`src/rtl/ps2_keyboard_rx_if.sv`:
```
// CPU-side read handshake for the PS/2 scancode FIFO.
// The master pops with rd_en; the slave presents the show-ahead head entry.
interface ps2_keyboard_rx_if;
    logic       rd_en;
    logic [7:0] rd_data;
    logic       rd_valid;

    modport master (output rd_en, input rd_data, input rd_valid);
    modport slave  (input rd_en, output rd_data, output rd_valid);
endinterface

```
`src/rtl/ps2_keyboard_rx.sv`:
```
// Receive-only PS/2 keyboard front end: pin synchronisers, clock glitch filter,
// 11-bit frame deserialiser with timeout, and a show-ahead scancode FIFO.
module ps2_keyboard_rx #(
    parameter int FIFO_DEPTH     = 8,
    parameter int FILTER_LEN     = 4,
    parameter int TIMEOUT_CYCLES = 16000
) (
    input  logic                   CLK_CPU,
    input  logic                   reset,
    input  logic                   keyboard_clock,
    input  logic                   keyboard_data,
    ps2_keyboard_rx_if.slave       rd_if,
    input  logic                   clear_errors,
    output logic                   overflow,
    output logic                   frame_error
);

    localparam int AW = $clog2(FIFO_DEPTH);
    localparam int CW = AW + 1;
    localparam int TW = $clog2(TIMEOUT_CYCLES + 1);
    localparam logic [3:0]    FLT_MAX  = 4'(FILTER_LEN - 1);
    localparam logic [TW-1:0] TMO_MAX  = TW'(TIMEOUT_CYCLES - 1);
    localparam logic [CW-1:0] CNT_FULL = CW'(FIFO_DEPTH);

    typedef enum logic [1:0] {IDLE, DATA, PARITY, STOP} state_e;

    // Odd parity: the eight data bits plus the parity bit must hold an odd number of ones.
    function automatic logic odd_parity_fail(input logic [7:0] b, input logic p);
        return ~(^{b, p});
    endfunction

    logic          clk_s1_q, clk_s2_q, dat_s1_q, dat_s2_q;
    logic          clk_f_q, clk_f_d, clk_f_prev_q;
    logic [3:0]    flt_cnt_q, flt_cnt_d;
    logic          fall_q, fall_d;
    state_e        state_q, state_d;
    logic [2:0]    bit_cnt_q, bit_cnt_d;
    logic [7:0]    shift_q, shift_d;
    logic          perr_q, perr_d;
    logic [TW-1:0] tmo_q, tmo_d;
    logic [AW-1:0] wr_ptr_q, wr_ptr_d, rd_ptr_q, rd_ptr_d;
    logic [CW-1:0] cnt_q, cnt_d;
    logic          ovf_q, ovf_d, ferr_q, ferr_d;
    logic [7:0]    mem_q [FIFO_DEPTH];

    logic          push, pop, do_push, full, ovf_set, ferr_set;

    // Clock filter and registered falling-edge pulse.
    always_comb begin
        clk_f_d   = clk_f_q;
        flt_cnt_d = 4'd0;
        if (clk_s2_q == clk_f_q) begin
            flt_cnt_d = 4'd0;
        end else if (flt_cnt_q == FLT_MAX) begin
            clk_f_d   = clk_s2_q;
            flt_cnt_d = 4'd0;
        end else begin
            flt_cnt_d = flt_cnt_q + 4'd1;
        end
        fall_d = clk_f_prev_q & ~clk_f_q;
    end

    // Frame deserialiser FSM with inter-edge timeout.
    always_comb begin
        state_d   = state_q;
        bit_cnt_d = bit_cnt_q;
        shift_d   = shift_q;
        perr_d    = perr_q;
        tmo_d     = '0;
        push      = 1'b0;
        ferr_set  = 1'b0;
        case (state_q)
            IDLE: begin
                if (fall_q && !dat_s2_q) begin
                    state_d   = DATA;
                    bit_cnt_d = 3'd0;
                    shift_d   = 8'h00;
                end else if (fall_q) begin
                    ferr_set = 1'b1;
                end else begin
                    state_d = IDLE;
                end
            end
            DATA: begin
                if (fall_q) begin
                    shift_d = {dat_s2_q, shift_q[7:1]};
                    if (bit_cnt_q == 3'd7) begin
                        state_d = PARITY;
                    end else begin
                        bit_cnt_d = bit_cnt_q + 3'd1;
                    end
                end else begin
                    state_d = DATA;
                end
            end
            PARITY: begin
                if (fall_q) begin
                    perr_d  = odd_parity_fail(shift_q, dat_s2_q);
                    state_d = STOP;
                end else begin
                    state_d = PARITY;
                end
            end
            STOP: begin
                if (fall_q) begin
                    state_d = IDLE;
                    if (dat_s2_q && !perr_q) begin
                        push = 1'b1;
                    end else begin
                        ferr_set = 1'b1;
                    end
                end else begin
                    state_d = STOP;
                end
            end
            default: begin
                state_d = IDLE;
            end
        endcase
        // A stalled frame is abandoned without pushing its partial byte.
        if (state_q != IDLE) begin
            if (fall_q) begin
                tmo_d = '0;
            end else if (tmo_q == TMO_MAX) begin
                tmo_d    = '0;
                state_d  = IDLE;
                ferr_set = 1'b1;
            end else begin
                tmo_d = tmo_q + TW'(1);
            end
        end else begin
            tmo_d = '0;
        end
    end

    // FIFO pointer/count update and sticky flags; set beats clear.
    always_comb begin
        full     = (cnt_q == CNT_FULL);
        pop      = rd_if.rd_en & (cnt_q != '0);
        do_push  = push & (~full | pop);
        ovf_set  = push & full & ~pop;
        wr_ptr_d = do_push ? wr_ptr_q + AW'(1) : wr_ptr_q;
        rd_ptr_d = pop ? rd_ptr_q + AW'(1) : rd_ptr_q;
        case ({do_push, pop})
            2'b10:   cnt_d = cnt_q + CW'(1);
            2'b01:   cnt_d = cnt_q - CW'(1);
            default: cnt_d = cnt_q;
        endcase
        if (ovf_set) begin
            ovf_d = 1'b1;
        end else if (clear_errors) begin
            ovf_d = 1'b0;
        end else begin
            ovf_d = ovf_q;
        end
        if (ferr_set) begin
            ferr_d = 1'b1;
        end else if (clear_errors) begin
            ferr_d = 1'b0;
        end else begin
            ferr_d = ferr_q;
        end
    end

    // State registers with synchronous active-low reset; pin paths idle high.
    always_ff @(posedge CLK_CPU) begin
        if (!reset) begin
            clk_s1_q     <= 1'b1;
            clk_s2_q     <= 1'b1;
            dat_s1_q     <= 1'b1;
            dat_s2_q     <= 1'b1;
            clk_f_q      <= 1'b1;
            clk_f_prev_q <= 1'b1;
            flt_cnt_q    <= 4'd0;
            fall_q       <= 1'b0;
            state_q      <= IDLE;
            bit_cnt_q    <= 3'd0;
            shift_q      <= 8'h00;
            perr_q       <= 1'b0;
            tmo_q        <= '0;
            wr_ptr_q     <= '0;
            rd_ptr_q     <= '0;
            cnt_q        <= '0;
            ovf_q        <= 1'b0;
            ferr_q       <= 1'b0;
        end else begin
            clk_s1_q     <= keyboard_clock;
            clk_s2_q     <= clk_s1_q;
            dat_s1_q     <= keyboard_data;
            dat_s2_q     <= dat_s1_q;
            clk_f_q      <= clk_f_d;
            clk_f_prev_q <= clk_f_q;
            flt_cnt_q    <= flt_cnt_d;
            fall_q       <= fall_d;
            state_q      <= state_d;
            bit_cnt_q    <= bit_cnt_d;
            shift_q      <= shift_d;
            perr_q       <= perr_d;
            tmo_q        <= tmo_d;
            wr_ptr_q     <= wr_ptr_d;
            rd_ptr_q     <= rd_ptr_d;
            cnt_q        <= cnt_d;
            ovf_q        <= ovf_d;
            ferr_q       <= ferr_d;
        end
    end

    // FIFO storage; stale entries are masked by the empty check on the output.
    always_ff @(posedge CLK_CPU) begin
        if (do_push) begin
            mem_q[wr_ptr_q] <= shift_q;
        end
    end

    assign rd_if.rd_valid = (cnt_q != '0);
    assign rd_if.rd_data  = (cnt_q != '0) ? mem_q[rd_ptr_q] : 8'h00;
    assign overflow       = ovf_q;
    assign frame_error    = ferr_q;

endmodule
```
`src/flat_wrapper.sv`:
```
// flat-port wrapper written by rule: the top's interface ports become plain ports
module ps2_keyboard_rx_flat 
#(
    parameter int FIFO_DEPTH     = 8,
    parameter int FILTER_LEN     = 4,
    parameter int TIMEOUT_CYCLES = 16000
)
  (CLK_CPU, reset, keyboard_clock, keyboard_data, clear_errors, overflow, frame_error, rd_if_rd_en, rd_if_rd_data, rd_if_rd_valid);
  ps2_keyboard_rx_if rd_if_i ();
  input  logic CLK_CPU;
  input  logic reset;
  input  logic keyboard_clock;
  input  logic keyboard_data;
  input  logic clear_errors;
  output logic overflow;
  output logic frame_error;
  input wire logic [$bits(rd_if_i.rd_en)-1:0] rd_if_rd_en;
  output wire logic [$bits(rd_if_i.rd_data)-1:0] rd_if_rd_data;
  output wire logic [$bits(rd_if_i.rd_valid)-1:0] rd_if_rd_valid;
  assign rd_if_i.rd_en = rd_if_rd_en;
  assign rd_if_rd_data = rd_if_i.rd_data;
  assign rd_if_rd_valid = rd_if_i.rd_valid;
  ps2_keyboard_rx #(.FIFO_DEPTH(FIFO_DEPTH), .FILTER_LEN(FILTER_LEN), .TIMEOUT_CYCLES(TIMEOUT_CYCLES)) u_core (.CLK_CPU(CLK_CPU), .reset(reset), .keyboard_clock(keyboard_clock), .keyboard_data(keyboard_data), .rd_if(rd_if_i), .clear_errors(clear_errors), .overflow(overflow), .frame_error(frame_error));
endmodule
```
`config.mk`:
```
export PLATFORM = sky130hd
export DESIGN_NAME = ps2_keyboard_rx_flat
export DESIGN_NICKNAME = d
export VERILOG_FILES = /design/src/rtl/ps2_keyboard_rx_if.sv /design/src/rtl/ps2_keyboard_rx.sv /design/src/flat_wrapper.sv
export SDC_FILE = /design/constraint.sdc
export NUM_CORES = 1
export LEC_CHECK = 0
export BUFFER_PORTS_ARGS = -buffer_cell sky130_fd_sc_hd__buf_2
export CAP_MARGIN = 15
export CORE_MARGIN = 1.5
export CORE_UTILIZATION = 55
export DETAILED_ROUTE_END_ITERATION = 16
export GPL_ROUTABILITY_DRIVEN = 1
export PLACE_DENSITY = 0.7
export SYNTH_ARGS = -nofsm -noshare
export SYNTH_HDL_FRONTEND = slang
export SYNTH_SLANG_ARGS = --single-unit
```
`constraint.sdc`:
```
create_clock -name CLK_CPU -period 3 [get_ports CLK_CPU]
set_clock_uncertainty 0.1 [all_clocks]
set_input_delay 0.75 -clock CLK_CPU [delete_from_list [all_inputs] [get_ports CLK_CPU]]
set_output_delay 0.75 -clock CLK_CPU [all_outputs]
set_load 0.02 [all_outputs]
```
==> results of run 1 <==
-- layout by cell type (no fill, tap or decap), types with 5 or more instances in the layout --
cell and count:
nand3_1 10, nor3_1 6, bufinv_16 5, edfxtp_1 64, a21oi_1 8, xnor2_1 17
mux2i_1 11, nor2_1 40, a21boi_0 5, ha_1 13, o21ai_0 14, nand2_1 30
dfxtp_1 54, nand2b_1 10, xor2_1 13, clkbuf_16 16, buf_4 13, buf_2 16
inv_1 12, and2_1 15, mux4_2 16, nor2b_1 8
-- layer usage --
layer,wire length (µm),up-vias,track usage
li1,-,1456,-
met1,3720,1403,0.233
met2,4210,49,0.316
met3,356,5,0.0623
met4,59,0,0.0758
met5,0,-,0
-- cell type report --
| class | instances | area, µm² | area share |
|---|---|---|---|
| Sequential cell | 118 | 3000 | 0.514 |
| Multi-Input combinational cell | 245 | 1840 | 0.314 |
| Clock buffer | 20 | 435 | 0.0745 |
| Clock inverter | 12 | 199 | 0.0340 |
| Timing Repair Buffer | 30 | 193 | 0.0330 |
| Tap cell | 108 | 135 | 0.0231 |
| Inverter | 12 | 45.0 | 0.00771 |
-- state kept, by name, indices dropped and copies added, names as in the netlist, named ones only --
name,count
u_core.clk_s1_q,1
u_core.dat_s2_q,1
u_core.tmo_q,14
u_core.shift_q,8
u_core.perr_q,1
u_core.cnt_q,4
u_core.clk_f_q,1
u_core.fall_q,1
u_core.bit_cnt_q,3
u_core.mem_q,64
u_core.state_q,2
u_core.wr_ptr_q,3
u_core.flt_cnt_q,4
u_core.clk_s2_q,1
u_core.frame_error,1
u_core.rd_ptr_q,3
u_core.dat_s1_q,1
u_core.overflow,1
u_core.clk_f_prev_q,1
-- worst min-delay path by stage --
stage / from / to / slack [ns]
after floorplan: u_core.clk_s1_q / u_core.clk_s2_q / 0.29
after global placement: u_core.clk_f_prev_q / u_core.fall_q / 0.30
after detailed placement: u_core.dat_s1_q / u_core.dat_s2_q / 0.30
after CTS: keyboard_data / u_core.dat_s1_q / 0.30
after global routing: keyboard_clock / u_core.clk_s1_q / 0.30
final: u_core.dat_s1_q / u_core.dat_s2_q / 0.31
-- timing repair --
item	CTS	global route
hold buffers	0	0
resized for setup	0	2
setup buffers	0	0
endpoints found under the setup margin	0	5
-- logic make-up after synthesis --
family / Yosys count / synth area share
and+or+nand+nor: 135 / 0.138
DFF: 118 / 0.605
AOI/OAI and AO/OA: 40 / 0.0512
xor gates and xnor gates: 30 / 0.0530
buffers and inverters: 27 / 0.0245
muxes: 27 / 0.0949
adders and majority gates: 13 / 0.0328
-- critical path: stages, from the launching register on --
cell and delay [ns]:
dfxtp_1 0.33, buf_8 0.21, mux4_2 0.52, mux2i_1 0.19, nor2_1 0.07, buf_2 0.16
-- through the flow --
step | hold slack (ns) | std cells | power [mW] | setup slack (ns) | instance area (µm²)
2_1_floorplan | 0.286 | 390 | 1.74 | 0.367 | 4960
3_3_place_gp | 0.299 | 513 | 1.75 | 0.368 | 5200
3_5_place_dp | 0.298 | 513 | 1.75 | 0.286 | 5200
4_1_cts | 0.301 | 545 | 3.89 | 0.0204 | 5840
5_1_grt | 0.300 | 545 | 3.96 | 0.00919 | 5850
6_report | 0.308 | 545 | 3.85 | 0.150 | 5850
-- where the power goes --
| group | switching [mW] | internal, mW |
|---|---|---|
| combinational | 0.0125 | 0.0106 |
| sequential | 0.00208 | 1.69 |
| clock | 0.684 | 1.45 |
==> qor.txt, run 1 <==
status = complete, no violations
RR Endpoint = u_core.cnt_q[2]
Max Cap Viol = 0
CP endpoint kind = output pin
hold path cells = 1
CTS H-tree lvls = 4
DR pass1 iterations = 4
starting density of the core = 0.569
DR WL/cell = 15.3 µm
synth unique cells = 46
Die Area = 9600 µm²
crit path time final = 2.85 ns
# diodes = 0
Syn Nets = 409
CP arrival = 2.00 ns
crit path to = rd_if_rd_data[1]
Rel. slew slack = 0.626
GRT Residual Overflow = 0
Total Routing Usage GR = 0.191
Max clock buf depth = 2
top cell types by occurrence after synthesis = edfxtp_1, dfxtp_1, nor2_1
R2R cell count = 11
Post-Syn Area = 4960 µm²
EDFF count, synth = 64
layout cells sized above 1 = 0.188
RSZ-0062 raised after global routing = no
Clock Latency Late Sink = 0.51 ns
DRC = 0
gpl congestion = 0.735
Final #Nets = 443
Synth warnings = 0
Reg2Reg Setup Slack = 0.39 ns
row cnt = 34
most frequent cell after synthesis = edfxtp_1
Power Density = 659 nW/µm²
CTS tree = built
Gate Count Post-Synth = 390
first-pass GRT wire length = 13900 µm
leak pwr = 2.07 nW
fill count = 616
largest net degree at the start of global routing = 36
crit path launch type = flop
Area contributors post-synth = edfxtp_1, dfxtp_1, mux4_2
area share of the largest cell type after synthesis = 0.387
CTS Buf Count = 17
critical path class = reg2out
final setup vio count = 0
initial antenna violation count = 0
via density per instance = 5.34
num ports = 17
maximum VDD drop = 447 µV
Avg Synthesized Cell Area = 12.7 µm²
via count = 2913
DP Wirelength = 5260 µm
area delta synth->final = 17.9%
Sink Count = 118
crit path max fanout = 16
final WL = 8340 µm
Fin Setup TNS = 0 ns
worst slew pin tran = 0.560 ns
Seq cells post-synth = 118
ys flop type = edfxtp_1
fin crit share = 0.950
IO buf count = 16
Die Span Y = 98.0 µm
Core ar. = 8720 µm²
register area share after synthesis = 0.605
Synth area leader = edfxtp_1
number of global-route vias before repair = 2916
Worst-path clk slew = 0.06 ns
Post-synth ARST share = 0
Layout Utilization = 0.670
Min-Delay Path Class = reg2reg
Routed Antenna Nets = 0
final-report hold violation count = 0
Crit Reg-Reg Startpoint = u_core.state_q[1]
root buffer cell = clkbuf_8
Initial DRC Count = 162
f_max = 351 MHz
Die W = 98.0 µm
critical path required time = 2.15 ns
count of pins over their slew limit = 0
No activity file was read; power rests on OpenSTA's default activity.
==> inputs of run 2 (changes only) <==
- RECOVER_POWER: not set -> 100
==> qor.txt, run 2 (synthesis results as in run 1) <==
status = complete, no violations
Clock Latency Late Sink = 0.51 ns (about the same)
crit path launch type = flop
DRC = 0 (unchanged)
f_max = 350 MHz (-0.25%)
root buffer cell = clkbuf_8
Die Area = 9600 µm² (unchanged)
first-pass GRT wire length = 13900 µm (unchanged)
GRT Residual Overflow = 0 (unchanged)
fin crit share = 0.952 (+0.00239)
biggest regs = u_core.mem_q (64), u_core.tmo_q (14), u_core.shift_q (8)
starting density of the core = 0.569 (unchanged)
GR peak layer = met2
commonest non-fill, non-tap cell in the layout = edfxtp_1
hold buffers post-CTS = 0 (unchanged)
final-report hold violation count = 0 (unchanged)
Routed Antenna Nets = 0 (unchanged)
CTS H-tree lvls = 4 (unchanged)
Max Cap Viol = 0 (unchanged)
Final #Nets = 443 (unchanged)
area delta synth->final = 16.8%
Post-CTS Setup Repair Bufs = 0 (unchanged)
crit-path max cell delay = 0.52 ns (about the same)
CP arrival = 2.01 ns (about the same)
Crit Reg-Reg Startpoint = u_core.state_q[1]
hold path cells = 1 (unchanged)
CTS-repair resized insts = 0 (unchanged)
via count = 2929 (+0.55%)
Power Density = 666 nW/µm² (+0.96%)
CP max-delay cell = mux4_2
CTS Buf Count = 17 (unchanged)
via density per instance = 5.37 (+0.55%)
Worst-path clk slew = 0.06 ns (about the same)
num ports = 17 (unchanged)
met1 Track Usage GR = 0.233 (unchanged)
DR pass1 iterations = 4 (unchanged)
RSZ-0062 raised after global routing = no
Fin Setup TNS = 0 ns (unchanged)
count of pins over their slew limit = 0 (unchanged)
Core ar. = 8720 µm² (unchanged)
maximum VDD drop = 447 µV (+0.15%)
met2 Resource Use GR = 0.316 (unchanged)
Non-Filler Instances = 545 (unchanged)
R2R cell count = 11 (unchanged)
Max clock buf depth = 2 (unchanged)
critical path required time = 2.15 ns (about the same)
Sink Count = 118 (unchanged)
Min-Delay Path Class = reg2reg
commonest cells after routing, fill and taps aside = edfxtp_1, dfxtp_1, nor2_1
RR Endpoint = u_core.cnt_q[2]
CTS tree = built
crit path time final = 2.86 ns (+0.00717 ns)
fill count = 633 (+2.8%)
Rel. slew slack = 0.152 (-0.474)
crit path to = rd_if_rd_data[1]
CP endpoint kind = output pin
leak pwr = 2.00 nW (-3.6%)
initial antenna violation count = 0 (unchanged)
DR WL/cell = 15.4 µm (+0.96%)
max reg flops = 64 (unchanged)
Largest Register = u_core.mem_q
layout cells sized above 1 = 0.156 (-0.0320)
DP Wirelength = 5260 µm (unchanged)
Cell Count Post-Placement = 513 (unchanged)
number of global-route vias before repair = 2916 (unchanged)
row cnt = 34 (unchanged)
Total Routing Usage GR = 0.191 (unchanged)
critical path class = reg2out
worst slew pin tran = 1.27 ns (+0.711 ns)
final WL = 8420 µm (+0.96%)
Reg2Reg Setup Slack = 0.40 ns (about the same)
crit path max fanout = 16 (unchanged)
largest net degree at the start of global routing = 36 (unchanged)
gpl congestion = 0.735 (unchanged)
cells along the critical path = buf_8, mux4_2, mux2i_1, nor2_1, buf_2
IO buf count = 16 (unchanged)
# diodes = 0 (unchanged)
Die W = 98.0 µm (unchanged)
final setup vio count = 0 (unchanged)
Initial DRC Count = 156 (-3.7%)
Die Span Y = 98.0 µm (unchanged)
grt met3 use = 0.0623 (unchanged)
==> run 2: cell types whose count changed in the layout (fill, tap and decap cells not counted), moves of 6 or more <==
cell      previous run  this run
and2_1              15         6
and2_0               0         9
buf_4               13         3
clkbuf_1             2        15
buf_2               16         7
clkbuf_2             0         6
==> run 2: where the power goes <==
group | internal (mW) | switching [mW]
Sequential | 1.69 | 0.00206
Combinational | 0.0101 | 0.0127
Clock | 1.45 | 0.685
Total | 3.15 | 0.700
==> run 2: through the flow <==
step	instance area, µm²	total power, mW	util	hold WS (ns)	setup WS (ns)
finish	5790	3.85	0.664	0.306	0.143
detailed placement	5200	1.75	0.597	0.298	0.286
floorplan	4960	1.74	-	0.286	0.367
global placement	5200	1.75	0.597	0.299	0.368
global route	5790	3.96	0.664	0.300	0.00919
CTS	5840	3.89	0.669	0.301	0.0204
==> run 2: layer usage <==
metal / share of wire / vias up
li1: - / 1456
met1: 0.45 / 1415
met2: 0.51 / 50
met3: 0.037 / 8
met4: 0.0095 / 0
met5: 0 / -
==> run 2: worst min-delay path by stage <==
stage                                   start         endpoint  slack [ns]
after CTS                       keyboard_data  u_core.dat_s1_q        0.30
after floorplan               u_core.clk_s1_q  u_core.clk_s2_q        0.29
after detailed placement      u_core.dat_s1_q  u_core.dat_s2_q        0.30
final                         u_core.dat_s1_q  u_core.dat_s2_q        0.31
after global routing           keyboard_clock  u_core.clk_s1_q        0.30
after global placement    u_core.clk_f_prev_q    u_core.fall_q        0.30
==> run 2: final cells by class <==
class	instances	area, µm²	share of cell area
clock buffer	20	435	0.0752
clock inverter	12	199	0.0343
inverter	12	45.0	0.00778
multi-input combinational	245	1820	0.315
sequential	118	3000	0.518
tap	108	135	0.0233
timing repair buffer	30	151	0.0261
==> run 2: worst max-delay path, delay by kind of cell, from the launching register on <==
kind          cells  cell delay, ns
flops             1            0.33
mux               2            0.72
simple gates      1            0.07
buf+inv           2            0.37
